## src/rtl/manchester_pkg.sv

```systemverilog
// -----------------------------------------------------------------------------
// manchester_pkg
// Shared definitions for the Manchester transmitter:
//   - tx_state_e            : FSM state encoding (IDLE=0, PREAMBLE=1, DATA=2)
//   - HALF_PERIOD_DEFAULT   : clocks per half-bit (3 -> 6-clock bit)
//   - PREAMBLE_BITS_DEFAULT : preamble length in bits
//   - MANCH_POLARITY        : IEEE 802.3 polarity (first half = ~bit)
//   - encode_half()         : line level for a bit in a given half
// -----------------------------------------------------------------------------
package manchester_pkg;

    typedef enum logic [1:0] {
        ST_IDLE     = 2'd0,
        ST_PREAMBLE = 2'd1,
        ST_DATA     = 2'd2
    } tx_state_e;

    localparam int unsigned HALF_PERIOD_DEFAULT   = 3;
    localparam int unsigned PREAMBLE_BITS_DEFAULT = 8;

    // IEEE 802.3: the first half carries the complement of the bit, so a 1
    // is a low->high transition at mid-bit.
    localparam logic MANCH_POLARITY = 1'b1;

    function automatic logic encode_half(input logic bit_val, input logic second_half);
        return second_half ? bit_val : (bit_val ^ MANCH_POLARITY);
    endfunction

endpackage

```

## src/rtl/manchester_half_timer.sv

```systemverilog
// -----------------------------------------------------------------------------
// manchester_half_timer
// Half-bit timer: a 4-bit counter running 0..HALF_PERIOD-1 while 'run' is
// high, plus a flag telling which half of the bit is on the wire.
// Ports:
//   clock       in  rising-edge clock
//   reset       in  asynchronous active-high reset
//   run         in  transmitter is driving preamble/data half-bits
//   half_tick   out last clock of the current half-bit
//   second_half out current half-bit is the second half of its bit
// -----------------------------------------------------------------------------
module manchester_half_timer
    import manchester_pkg::*;
#(
    parameter int unsigned HALF_PERIOD = HALF_PERIOD_DEFAULT
) (
    input  logic clock,
    input  logic reset,
    input  logic run,
    output logic half_tick,
    output logic second_half
);

    localparam logic [3:0] LAST_COUNT = 4'(HALF_PERIOD - 1);

    logic [3:0] count_q, count_d;
    logic       second_half_q, second_half_d;

    assign half_tick   = run && (count_q == LAST_COUNT);
    assign second_half = second_half_q;

    // NOTE: every variable gets a default at the top of always_comb so no
    // path leaves it unassigned, which would infer a latch.
    always_comb begin
        count_d       = count_q;
        second_half_d = second_half_q;
        if (!run) begin
            // Idle: park at the start of a first half so the next frame
            // begins with a full-length half-bit.
            count_d       = 4'd0;
            second_half_d = 1'b0;
        end else if (half_tick) begin
            count_d       = 4'd0;
            second_half_d = ~second_half_q;
        end else begin
            count_d = count_q + 4'd1;
        end
    end

    // NOTE: state flops use non-blocking assignments so every flop samples
    // the values from before the edge, independent of statement order.
    always_ff @(posedge clock or posedge reset) begin
        if (reset) begin
            count_q       <= 4'd0;
            second_half_q <= 1'b0;
        end else begin
            count_q       <= count_d;
            second_half_q <= second_half_d;
        end
    end

endmodule

```

## src/rtl/manchester_transmitter.sv

```systemverilog
// -----------------------------------------------------------------------------
// manchester_transmitter
// Byte-wide IEEE 802.3 Manchester transmitter, MSB first, with an optional
// alternating 1,0,1,0... preamble sent when a frame starts from idle.
// Build option: define MANCHESTER_TX_PREAMBLE_EN to include the preamble;
// without it an idle handshake goes straight to data.
// Ports:
//   clock          in  rising-edge clock
//   reset          in  asynchronous active-high reset
//   data_in[7:0]   in  byte to transmit
//   data_valid     in  data_in is valid
//   data_ready     out byte accepted this cycle (idle, or last clock of bit 0)
//   manchester_out out registered line output
//   busy           out registered, high while preamble/data is on the wire
// -----------------------------------------------------------------------------
module manchester_transmitter
    import manchester_pkg::*;
#(
    parameter int unsigned HALF_PERIOD   = HALF_PERIOD_DEFAULT,
    parameter int unsigned PREAMBLE_BITS = PREAMBLE_BITS_DEFAULT
) (
    input  logic       clock,
    input  logic       reset,
    input  logic [7:0] data_in,
    input  logic       data_valid,
    output logic       data_ready,
    output logic       manchester_out,
    output logic       busy
);

    // Elaboration-time range checks on the parameters.
    if (HALF_PERIOD < 1 || HALF_PERIOD > 15) begin : g_bad_half_period
        $error("manchester_transmitter: HALF_PERIOD must be 1..15");
    end
    if (PREAMBLE_BITS < 1 || PREAMBLE_BITS > 16) begin : g_bad_preamble_bits
        $error("manchester_transmitter: PREAMBLE_BITS must be 1..16");
    end

    tx_state_e  state_q, state_d;
    logic [3:0] bit_idx_q, bit_idx_d;
    logic [7:0] shift_q, shift_d;
    logic       out_q, out_d;
    logic       busy_q, busy_d;

    logic half_tick;
    logic second_half;
    logic last_data_clock;
    logic handshake;

    manchester_half_timer #(
        .HALF_PERIOD (HALF_PERIOD)
    ) u_half_timer (
        .clock       (clock),
        .reset       (reset),
        .run         (state_q != ST_IDLE),
        .half_tick   (half_tick),
        .second_half (second_half)
    );

`ifdef MANCHESTER_TX_PREAMBLE_EN
    localparam logic [3:0] PRE_LAST = 4'(PREAMBLE_BITS - 1);

    // Preamble bits count down from PRE_LAST and alternate starting with 1,
    // so a bit is 1 exactly when its index has the same parity as PRE_LAST.
    function automatic logic preamble_bit(input logic [3:0] idx);
        return ~(PRE_LAST[0] ^ idx[0]);
    endfunction
`endif

    assign last_data_clock = (state_q == ST_DATA) && (bit_idx_q == 4'd0) &&
                             second_half && half_tick;
    assign data_ready      = (state_q == ST_IDLE) || last_data_clock;
    assign handshake       = data_valid && data_ready;

    always_comb begin
        state_d   = state_q;
        bit_idx_d = bit_idx_q;
        shift_d   = shift_q;
        out_d     = out_q;
        case (state_q)
            ST_IDLE: begin
                out_d = 1'b0;
                if (handshake) begin
                    shift_d = data_in;
`ifdef MANCHESTER_TX_PREAMBLE_EN
                    state_d   = ST_PREAMBLE;
                    bit_idx_d = PRE_LAST;
                    out_d     = encode_half(preamble_bit(PRE_LAST), 1'b0);
`else
                    state_d   = ST_DATA;
                    bit_idx_d = 4'd7;
                    out_d     = encode_half(data_in[7], 1'b0);
`endif
                end
            end
`ifdef MANCHESTER_TX_PREAMBLE_EN
            ST_PREAMBLE: begin
                if (half_tick) begin
                    if (!second_half) begin
                        out_d = encode_half(preamble_bit(bit_idx_q), 1'b1);
                    end else if (bit_idx_q != 4'd0) begin
                        bit_idx_d = bit_idx_q - 4'd1;
                        out_d     = encode_half(preamble_bit(bit_idx_q - 4'd1), 1'b0);
                    end else begin
                        state_d   = ST_DATA;
                        bit_idx_d = 4'd7;
                        out_d     = encode_half(shift_q[7], 1'b0);
                    end
                end
            end
`endif
            ST_DATA: begin
                if (half_tick) begin
                    if (!second_half) begin
                        out_d = encode_half(shift_q[7], 1'b1);
                    end else if (bit_idx_q != 4'd0) begin
                        bit_idx_d = bit_idx_q - 4'd1;
                        shift_d   = {shift_q[6:0], 1'b0};
                        out_d     = encode_half(shift_q[6], 1'b0);
                    end else if (handshake) begin
                        // Back-to-back byte: no preamble, no gap.
                        bit_idx_d = 4'd7;
                        shift_d   = data_in;
                        out_d     = encode_half(data_in[7], 1'b0);
                    end else begin
                        state_d   = ST_IDLE;
                        bit_idx_d = 4'd0;
                        shift_d   = 8'd0;
                        out_d     = 1'b0;
                    end
                end
            end
            default: begin
                state_d   = ST_IDLE;
                bit_idx_d = 4'd0;
                shift_d   = 8'd0;
                out_d     = 1'b0;
            end
        endcase
        busy_d = (state_d != ST_IDLE);
    end

    // NOTE: the shift register is cleared on reset as well, so an abandoned
    // frame can never leak its remaining bits into a later frame.
    always_ff @(posedge clock or posedge reset) begin
        if (reset) begin
            state_q   <= ST_IDLE;
            bit_idx_q <= 4'd0;
            shift_q   <= 8'd0;
            out_q     <= 1'b0;
            busy_q    <= 1'b0;
        end else begin
            state_q   <= state_d;
            bit_idx_q <= bit_idx_d;
            shift_q   <= shift_d;
            out_q     <= out_d;
            busy_q    <= busy_d;
        end
    end

    assign manchester_out = out_q;
    assign busy           = busy_q;

endmodule

```

## config.mk

```make
export PLATFORM = sky130hd
export DESIGN_NAME = manchester_transmitter
export DESIGN_NICKNAME = d
export VERILOG_FILES = /design/src/rtl/manchester_pkg.sv /design/src/rtl/manchester_half_timer.sv /design/src/rtl/manchester_transmitter.sv
export SDC_FILE = /design/constraint.sdc
export NUM_CORES = 1
export LEC_CHECK = 0
export BUFFER_PORTS_ARGS = -buffer_cell sky130_fd_sc_hd__clkbuf_2
export CORE_ASPECT_RATIO = 1.2
export CORE_MARGIN = 2
export CORE_UTILIZATION = 36
export DETAILED_ROUTE_END_ITERATION = 6
export HOLD_SLACK_MARGIN = 0.06
export SETUP_SLACK_MARGIN = 0.02
export SLEW_MARGIN = 15
export SYNTH_ARGS = -nofsm -noshare
export SYNTH_HDL_FRONTEND = slang
export SYNTH_SLANG_ARGS = --single-unit
```

## constraint.sdc

```tcl
create_clock -name clock -period 4.6 [get_ports clock]
set_clock_uncertainty 0.1 [all_clocks]
set_input_delay 0.46 -clock clock [delete_from_list [all_inputs] [get_ports clock]]
set_output_delay 0.46 -clock clock [all_outputs]
set_load 0.005 [all_outputs]
```

==> impl_results.md, run 1 <==
* Status: complete, no violations
* Top-level I/O count at 14
* Initial antenna violation count at 0
* Bufs on Longest Clock Path at 2
* Post-synthesis register bit count at 21
* Worst R2R Path Depth at 6
* Top Family by Delay on Critical Path: simple AND/OR/NAND/NOR gates
* Startpoint types: flop
* Warnings, synthesis at 0
* Post-layout min period at 2.46 ns
* Vias/cell at 5.38
* Detail Route Antenna Nets at 0
* Die H at between 60 and 70 um
* Final setup violation count at 0
* Gr usage total at 14.2%
* Async SR Flop Fraction at between 90% and 100%
* Synth top area share at 47.9%
* Reg clk slew, reported paths at 0.13 ns
* Largest net degree at the start of global routing at 22
* Final WL at 2040 um
* Maximum net fanout on the critical path at 7
* Crit path DAT at about 1.9 ns
* # rows at 21
* Max-cap violation count at 0
* Hold_buf cts at 0
* Relative slew slack at 47.5%
* CTS Buf Count at 3
* Req. time, crit path at approximately 4 ns
* DR pass1 iterations at 4
* Resized cells post-CTS at 0
* Post-synth EDFFs at 0
* Synth top area cells: dfrtp_1 48%, nand2_1 3.8%, a22oi_1 3.4%
* Share of post-route cells with drive strength above 1 at around 19%
* CTS tree: built
* Most frequent cells in the layout: 21 x dfrtp_1, 13 x clkbuf_2, 11 x nand2_1
* Cells after synthesis at 113
* Worst-Skew Late Latency at 0.30 ns
* Initial core utilization at 38.6%
* Top FF cell, synth: dfrtp_1
* Leakage power figure at ~0.55 nW
* Remaining DRCs at 0
* Worst path depth at 7
* Min-Delay Path Class: input pin to async pin
* Peak supply drop at 0.000164 V
* Synth-to-Final Area Change at 8.90%
* Final hold vios at 0
* Pwr Total at roughly 0.42 mW
* Synth area leader: dfrtp_1
* Final nets at around 140
* PwrDens at 355 nW/um^2
* Mapped Area at 1100 um^2
* Hold slack at between 0.15 and 0.2 ns
* Net Count, Synth at ~130
* Die ar. at 3500 um^2
* Most common cell after layout, fill and taps aside: dfrtp_1
* Top cell by count, worst path: inv_1
* Synth Area per Inst at 9.70 um^2
* PortBufs at 13
* Critical path's slowest cell: dfrtp_1
* Post-CTS Setup Repair Bufs at 0
* Vias in the first global route at 840
* CP cell instances: inv_1 > ha_1 > nor3b_1 > nand2_1 > a21o_1 > inv_1 > clkbuf_2
* First-pass GRT wire length at about 3700 um
* FMAX at 0.407 GHz
* DP HPWL at 1540 um
* Die width at 54.4 um
* Vias at 850
* Slew @ Worst Pin at between 0.7 and 0.8 ns
* Core area at around 2800 um^2
* Htree depth at 1
* Worst setup EP type: primary output
* Root Driver: clkbuf_4
* Slew Limit Fails at 0
* GPL Wtd Cong at 0.809
* Crit path buf inv count at 3
* Num Clock Sinks at 21
* Yosys cell types at 40
* Setup_tns at 0 ns
* GRT overflow at 0
* Slowest stage delay, CP at 0.43 ns
* Wire per inst at 12.9 um
* RSZ-0062 raised after global routing: no
* Seq/Total Area, Yosys at 47.9%
* DR iter-0 viols at 10
* Critical Setup Path Class: flop to primary output
* Antenna cell count at 0
* Final Cycle Share at 53.4%
## where the power goes
part           switching [mW]  internal, mW  total (mW)
clock                  0.0580        0.0324      0.0904
combinational          0.0505        0.0456      0.0961
sequential             0.0263         0.211       0.237
## worst paths after layout
path	slack, ns	end	start
max in group asynchronous	3.75	shift_q[5]	reset
min reg2reg	0.39	u_half_timer.count_q[0]	u_half_timer.count_q[0]
max	2.14	data_ready	bit_idx_q[0]
min	0.16	shift_q[3]	reset
min in group clock	0.26	shift_q[2]	data_in[2]
max reg2reg	2.50	shift_q[4]	u_half_timer.count_q[0]
## through the flow
stage               utilization (%)  instance area (um^2)  setup slack (ns)  cells
floorplan                         -                  1100              2.73    113
global placement               41.1                  1170              2.51    154
detailed placement             41.1                  1170              2.48    154
finish                         42.1                  1190              2.14    158
CTS                            42.1                  1190              2.12    158
global route                   42.1                  1190              1.90    158
## cells in the mapped netlist (2+ instances only)
master	n
o21ai_0	5
or3b_1	2
o21ai_1	6
and2b_1	2
buf_2	2
nand2_1	11
nand3_1	3
nor3_1	5
a211oi_1	2
nor2_1	10
inv_1	6
or2b_1	2
ha_1	3
nor3b_1	2
a21oi_1	2
xnor2_1	2
a22oi_1	5
dfrtp_1	21
## logic make-up (layout without fill, tap and decap cells)
kind of cell             Yosys count  after routing  share of synthesized area [%]
buffers and inverters             12             23                           5.48
adder cells (fa/ha/maj)            3              3                           3.43
XOR/XNOR                           3              3                           2.40
AO/OA/AOI/OAI                     28             28                           18.4
other                              1              1                          0.342
flip-flops                        21             21                           47.9
AND/OR/NAND/NOR                   45             45                           22.0
## routing by layer
metal | vias up | GRT usage (%) | share of wire (%)
li1 | 419 | - | -
met1 | 412 | 19.3 | 47
met2 | 17 | 21.4 | 48
met3 | 2 | 2.76 | 4.1
met4 | 0 | 6.56 | 0.93
met5 | - | 0 | 0
## cell type report
type / instances / area [um^2]
flip-flops and latches: 21 / 526
well taps: 34 / 42.5
multi-input cells: 80 / 510
repair buffers: 13 / 65.1
clock inverters: 1 / 5.00
clock buffers: 3 / 22.5
fillers: 296 / 1640
inverters: 6 / 22.5
## state kept, by name, indices dropped and copies added (netlist names)
signal / flops
manchester_out: 1
u_half_timer.second_half: 1
shift_q: 8
state_q: 2
busy: 1
bit_idx_q: 4
u_half_timer.count_q: 4
## worst reg2reg max path, stage by stage, from the launching register on
cell	delay, ns
dfrtp_1	0.40
inv_1	0.06
ha_1	0.20
and4bb_2	0.27
a211oi_2	0.69
a22oi_1	0.21
o21ai_1	0.11
Power figures use the tool's default switching activity.
==> inputs of run 2 (changes only) <==
--- a/config.mk
+++ b/config.mk
@@ -5,6 +5,7 @@
 export SDC_FILE = /design/constraint.sdc
 export NUM_CORES = 1
 export LEC_CHECK = 0
+export ABC_AREA = 1
 export BUFFER_PORTS_ARGS = -buffer_cell sky130_fd_sc_hd__clkbuf_2
 export CORE_ASPECT_RATIO = 1.2
 export CORE_MARGIN = 2
==> constraint.sdc (replaced) <==
create_clock -name clock -period 2.32 [get_ports clock]
set_clock_uncertainty 0.1 [all_clocks]
set_input_delay 0.232 -clock clock [delete_from_list [all_inputs] [get_ports clock]]
set_output_delay 0.232 -clock clock [all_outputs]
set_load 0.005 [all_outputs]
==> run 2 against run 1 <==
Net effect:
- final cell count rose by 23%
- first-iteration DRC count increased by 30%
- sequential power rose to 2.7 times the previous value
- worst setup slack got worse by 1.7 ns
- combinational power grew to 8.9 times the previous value
==> impl_results.md, run 2 <==
* Status: complete, no violations
* Post-layout min period at 1.83 ns
* Crit path DAT at 1.50 ns (-0.40 ns)
* Yosys cell types at 28 (-30%)
* # rows at 22 (+4.8%)
* Slew Limit Fails at 0 (unchanged)
* DR pass1 iterations at 4 (unchanged)
* Post-synthesis register bit count at 21 (unchanged)
* GPL Wtd Cong at 0.813 (+0.49%)
* Top-count cell post-synth: nand2_1
* Req. time, crit path at 1.99 ns (-2.05 ns)
* Setup_tns at 0 ns (unchanged)
* Post-CTS Setup Repair Bufs at 0 (unchanged)
* Most common cell after layout, fill and taps aside: nand2_1
* Final setup violation count at 0 (unchanged)
* Fin worst setup slack at 0.489 ns (-1.65 ns)
* Synth-to-Final Area Change at 16.9%
* Placement-stage worst setup slack at 0.695 ns (-1.79 ns)
* DP HPWL at 1760 um (+14%)
* Antenna cell count at 0 (unchanged)
* First-pass GRT wire length at 4140 um (+12%)
* Bufs on Longest Clock Path at 2 (unchanged)
* Vias at 943 (+11%)
* Root Driver: clkbuf_4
* Top FF cell, synth: dfrtp_1
* PwrDens at 1200 nW/um^2 (+240%)
* Startpoint types: flop
* Die ar. at 3800 um^2 (+8.4%)
* Pwr Total at 1.68 mW (+300%)
* Die H at 67.1 um (+4.1%)
* Met3 Use GR at 1.17% (-1.6 points)
* Critical Setup Path Class: flop to primary output
* Final Cycle Share at 78.9%
* Synth Area per Inst at 8.85 um^2 (-8.7%)
* Synth top area share at 44.0% (-4.0 points)
* Final hold vios at 0 (unchanged)
* Commonest cells in the netlist: 25 x nand2_1, 21 x dfrtp_1, 9 x inv_1, 9 x nor2_1, 9 x nor2_2
* Mapped Area at 1190 um^2 (+9.0%)
* Final WL at 2330 um (+15%)
* Synth area leader: dfrtp_1
* Remaining DRCs at 0 (unchanged)
* Largest net degree at the start of global routing at 22 (unchanged)
* Synth top area cells: dfrtp_1 44%, nand2_1 7.9%, nor2_2 4.7%
* Cells after synthesis at 135 (+19%)
* Top-level I/O count at 14 (unchanged)
* Worst setup EP type: primary output
* GRT overflow at 0 (unchanged)
* Net Count, Synth at 149 (+17%)
* Post-synth EDFFs at 0 (unchanged)
* Maximum net fanout on the critical path at 5 (-2)
* M2 GR Usage at 26.9% (+5.5 points)
* Async SR Flop Fraction at 100% (unchanged)
* Most frequent cells in the layout: 25 x nand2_1, 21 x dfrtp_1, 13 x clkbuf_2
* Min-Delay Path Class: input pin to flop
* Max reg flops at 8 (unchanged)
* FMAX at roughly 0.55 GHz
* Global routing's busiest layer: met2
* Share of post-route cells with drive strength above 1 at 32.7% (+14 points)
* Largest Register: shift_q
* Final nets at 174 (+25%)
* Reg clk slew, reported paths at 0.11 ns (-0.02 ns)
* Initial core utilization at 38.4% (-0.21 points)
* Met1 Resource Use GR at 15.5% (-3.7 points)
* Vias/cell at 4.84 (-10%)
* Initial antenna violation count at 0 (unchanged)
* Largest registers: shift_q (8), bit_idx_q (4), u_half_timer.count_q (4)
* RSZ-0062 raised after global routing: no
* Vias in the first global route at 958 (+14%)
* Num Clock Sinks at 21 (unchanged)
* Htree depth at 1 (unchanged)
* Gr usage total at 14.1% (-0.13 points)
* Detail Route Antenna Nets at 0 (unchanged)
* Worst-Skew Late Latency at 0.31 ns (about the same)
* Warnings, synthesis at 0 (unchanged)
* CTS tree: built
* CTS Buf Count at 3 (unchanged)
* Slew @ Worst Pin at 0.784 ns (-0.00248 ns)
* Peak supply drop at 0.000531 V (+220%)
* Leakage power figure at 0.674 nW (+24%)
* Core area at 3110 um^2 (+9.6%)
* Wire per inst at 12.0 um (-7.2%)
* DR iter-0 viols at 13 (+3)
* Relative slew slack at 47.7% (+0.17 points)
* Die width at 56.6 um (+4.1%)
* PortBufs at 13 (unchanged)
* Seq/Total Area, Yosys at 44.0% (-4.0 points)
* Max-cap violation count at 0 (unchanged)
run 2: path summary, 6_finish.rpt:
| path | start | end | slack [ns] | depth (start not counted) |
|---|---|---|---|---|
| setup / recovery | bit_idx_q[0] | data_ready | 0.49 | 7 |
| hold / removal | data_in[7] | shift_q[7] | 0.12 | 3 |
| setup reg to reg | u_half_timer.count_q[0] | bit_idx_q[1] | 0.66 | 8 |
| hold reg to reg | manchester_out | manchester_out | 0.39 | 2 |
| max in group asynchronous | reset | bit_idx_q[0] | 1.16 | 3 |
| min in group asynchronous | reset | shift_q[1] | 0.48 | 3 |
run 2: timing repair:
action,in CTS,in global routing
resized for setup,0,0
hold endpoints to repair,28,0
hold buffers,8,0
run 2: kinds of logic after synthesis:
family | after synthesis | synth area share (%)
adders and majority gates | 3 | 3.14
AOI/OAI and AO/OA | 22 | 13.0
DFF | 21 | 44.0
xor gates and xnor gates | 3 | 2.20
and+or+nand+nor | 66 | 30.3
buffers and inverters | 19 | 7.12
other | 1 | 0.314
run 2: stage by stage:
step                hold slack, ns  utilization [%]  std cells  instance area (um^2)
finish                       0.123             44.9        195                  1400
floorplan                    0.109                -        135                  1190
detailed placement           0.302             41.5        183                  1290
global route                 0.134             44.9        195                  1400
global placement             0.294             41.5        183                  1290
CTS                          0.124             44.9        195                  1400
run 2: area by class of cell:
class                   count  area [um^2]
repair buffers             21          145
multi-input cells          95          584
well taps                  36         45.0
inverters                  18         70.1
fillers                   310         1710
flip-flops and latches     21          526
clock buffers               4         26.3
run 2: per-layer routing:
layer	share of wire, %	routed length (um)
met2	52	1220
met4	2.3	54
met1	43	1010
met5	0	0
met3	2.0	46
run 2: report_power, final:
group          internal (mW)  switching, mW  leakage [nW]
Combinational          0.325          0.532         0.396
Clock                 0.0674          0.115        0.0150
Sequential             0.526          0.117         0.263
Total                  0.918          0.765         0.674
run 2: worst max-delay path, stage by stage, from the launching register on:
cell      delay (ns)
dfrtp_1         0.41
inv_1           0.08
ha_1            0.19
nand3_2         0.13
inv_2           0.13
nand2_1         0.06
nand2_1         0.07
clkbuf_2        0.11
==> inputs of run 3 (changes only) <==
--- a/config.mk
+++ b/config.mk
@@ -5,7 +5,7 @@
 export SDC_FILE = /design/constraint.sdc
 export NUM_CORES = 1
 export LEC_CHECK = 0
-export ABC_AREA = 1
+export ABC_AREA = 0
 export BUFFER_PORTS_ARGS = -buffer_cell sky130_fd_sc_hd__clkbuf_2
 export CORE_ASPECT_RATIO = 1.2
 export CORE_MARGIN = 2
==> constraint.sdc (replaced) <==
create_clock -name clock -period 1.65 [get_ports clock]
set_clock_uncertainty 0.1 [all_clocks]
set_input_delay 0.165 -clock clock [delete_from_list [all_inputs] [get_ports clock]]
set_output_delay 0.165 -clock clock [all_outputs]
set_load 0.005 [all_outputs]
==> run 3 against run 2 <==
Net effect:
- the flow now finishes with violations (setup timing)
- critical path depth stayed put
- via count is 8.7% higher
- first-iteration DRC count is 38% higher
- worst setup slack worse by 0.74 ns
- sequential share of layout area is 5.2 points lower
- clock power is 40% higher
- core utilization is 12 points higher
- sequential power is 1% lower
- die area is 7.7% lower
- routed wire length is 20% higher
- register-to-register slack worse by 0.85 ns
- critical path type unchanged
- largest cell class unchanged
==> impl_results.md, run 3 (synthesized netlist as in run 1, its figures left out) <==
* Status: finished, violations left
* Violated checks: setup timing
* Post-layout min period at 1.90 ns
* FMAX at 0.526 GHz
* Reg clk slew, reported paths at 0.12 ns (about the same)
* Fin worst setup slack at -0.252 ns (-0.741 ns)
* Vias/cell at 5.26 (+8.7%)
* PwrDens at 882 nW/um^2 (-27%)
* Switching share of power at 31.5% (-14 points)
* Startpoint types: flop
* # rows at 21 (-4.5%)
* PortBufs at 13 (unchanged)
* Int Pwr at 0.979 mW (+6.6%)
* DP HPWL at 1750 um (-0.74%)
* Htree depth at 1 (unchanged)
* Root Driver: clkbuf_4
* Gr usage total at 18.4% (+4.3 points)
* Comb power frac at 37.7% (-13 points)
* Final setup violation count at 13 (+13)
* Final WL at 2790 um (+20%)
* Final hold vios at 0 (unchanged)
* Detail Route Antenna Nets at 0 (unchanged)
* Min-Delay Path Class: input pin to flop
* Share of post-route cells with drive strength above 1 at 45.3% (+13 points)
* Critical path's slowest cell: dfrtp_1
* Final nets at 176 (+1.1%)
* Fin cells at 195 (unchanged)
* Bufs on Longest Clock Path at 2 (unchanged)
* RSZ-0062 raised after global routing: yes
* Req. time, crit path at 1.38 ns (-0.61 ns)
* Largest Register: shift_q
* Area of the multi-input gates at 628 um^2 (+7.5%)
* CTS Buf Count at 3 (unchanged)
* Initial antenna violation count at 0 (unchanged)
* Clock share of power at 17.8% (+7.0 points)
* Slew Limit Fails at 0 (unchanged)
* Die width at 54.4 um (-3.9%)
* Most common cell after layout, fill and taps aside: buf_4
* Worst setup EP type: primary output
* Crit path DAT at 1.64 ns (+0.14 ns)
* Antenna cell count at 0 (unchanged)
* Die H at 64.4 um (-4.0%)
* Reg power frac at 44.5% (+6.3 points)
* Largest net degree at the start of global routing at 22 (unchanged)
* Top Family by Delay on Critical Path: flip-flops
* Worst-Skew Late Latency at 0.30 ns (about the same)
* Core area at 2840 um^2 (-8.8%)
* Critical Setup Path Class: flop to primary output
* Peak supply drop at 0.000558 V (+5.0%)
* Crit path buf inv count at 3 (unchanged)
* Register Area at 526 um^2 (unchanged)
* Synth-to-Final Area Change at 47.7%
* GPL Wtd Cong at 0.811 (-0.18%)
* Die ar. at 3500 um^2 (-7.7%)
* Vias in the first global route at 1098 (+15%)
* Max-cap violation count at 0 (unchanged)
* Fillers at 248 (-20%)
* DR iter-0 viols at 18 (+5)
* CP cell instances: inv_1 > ha_2 > and4bb_4 > nand2_2 > a21o_4 > inv_2 > clkbuf_2
* Final Cycle Share at 115%
* Num Clock Sinks at 21 (unchanged)
* Leakage power figure at 0.734 nW (+8.9%)
* Wire per inst at 14.3 um (+20%)
* Maximum net fanout on the critical path at 4 (-1)
* Slowest stage delay, CP at 0.39 ns (-0.02 ns)
* Layout Utilization at 57.1% (+12 points)
* Max reg flops at 8 (unchanged)
* Psw at 0.449 mW (-41%)
* Remaining DRCs at 0 (unchanged)
* Largest registers: shift_q (8), bit_idx_q (4), u_half_timer.count_q (4)
* CTS tree: built
* Most frequent cells in the layout: 26 x buf_4, 21 x dfrtp_1, 13 x clkbuf_2
* Initial core utilization at 38.6% (+0.21 points)
* Vias at 1025 (+8.7%)
* Placed Cells at 171 (-6.6%)
* DR pass1 iterations at 4 (unchanged)
* Top-level I/O count at 14 (unchanged)
* First-pass GRT wire length at 4800 um (+16%)
* GRT overflow at 0 (unchanged)
==> run 3: cell count changes in the layout (fill, tap and decap cells not counted), sizes merged, moves of 3 or more <==
cell    previous run  this run
buf                0        29
nand2             29        11
inv               18         6
o21ai              7        11
a211oi             0         3
nor2              20        10
nand3             10         3
a22oi              0         6
a21oi             14         2
==> run 3: tightest hold or removal path: stages <==
cell      delay [ns]
clkbuf_2        0.10
or3b_1          0.12
a211oi_2        0.06
==> run 3: area by class of cell <==
cell class	instances	area share, %
inverter	6	1.39
timing repair buffer	50	23.1
multi-input combinational	80	38.8
clock buffer	4	1.62
sequential	21	32.5
tap	34	2.63
==> run 3: worst paths after layout <==
kind / start / endpoint / slack [ns] / depth (start not counted)
hold reg to reg: u_half_timer.count_q[0] / u_half_timer.count_q[0] / 0.44 / 2
setup reg to reg: u_half_timer.count_q[0] / shift_q[6] / -0.19 / 9
min in group asynchronous: reset / shift_q[6] / 0.30 / 4
max in group asynchronous: reset / shift_q[3] / 0.92 / 4
setup / recovery: u_half_timer.count_q[0] / data_ready / -0.25 / 7
hold / removal: data_in[7] / manchester_out / 0.07 / 3
==> run 3: power groups by stage <==
stage          Clock, mW  Sequential, mW  Combinational (mW)
6_report           0.254           0.636               0.538
5_1_grt            0.292           0.644               0.599
3_5_place_dp           0           0.643               0.412
4_1_cts            0.260           0.633               0.495
2_1_floorplan          0           0.649               0.234
3_3_place_gp           0           0.639               0.398
==> run 3: through the flow <==
stage                     total power [mW]  worst slack, ns  instance area [um^2]  setup TNS (ns)  hold WS (ns)
after CTS                             1.39           -0.272                  1530           -2.64        0.0822
after global routing                  1.53           -0.322                  1620           -3.31        0.0648
after detailed placement              1.05           -0.215                  1310           -1.25        0.0990
after global placement                1.04           -0.122                  1310          -0.749        0.0895
final                                 1.43           -0.252                  1620           -2.15        0.0702
after floorplan                      0.884           -0.119                  1120          -0.748        0.0415
==> run 3: per-layer routing <==
metal | vias up | global-route usage (%) | wire length [um]
li1 | 494 | - | -
met1 | 498 | 22.5 | 1180
met2 | 27 | 31.3 | 1480
met3 | 6 | 2.30 | 88
met4 | 0 | 7.81 | 50
met5 | - | 0 | 0
==> run 3: what timing repair did <==
action	4_1_cts	5_1_grt
endpoints found under the hold margin	28	0
cloned	1	0
pin swaps	3	9
setup endpoints to repair	14	16
hold buffers	8	0
setup buffers	8	5
resized for setup	11	19
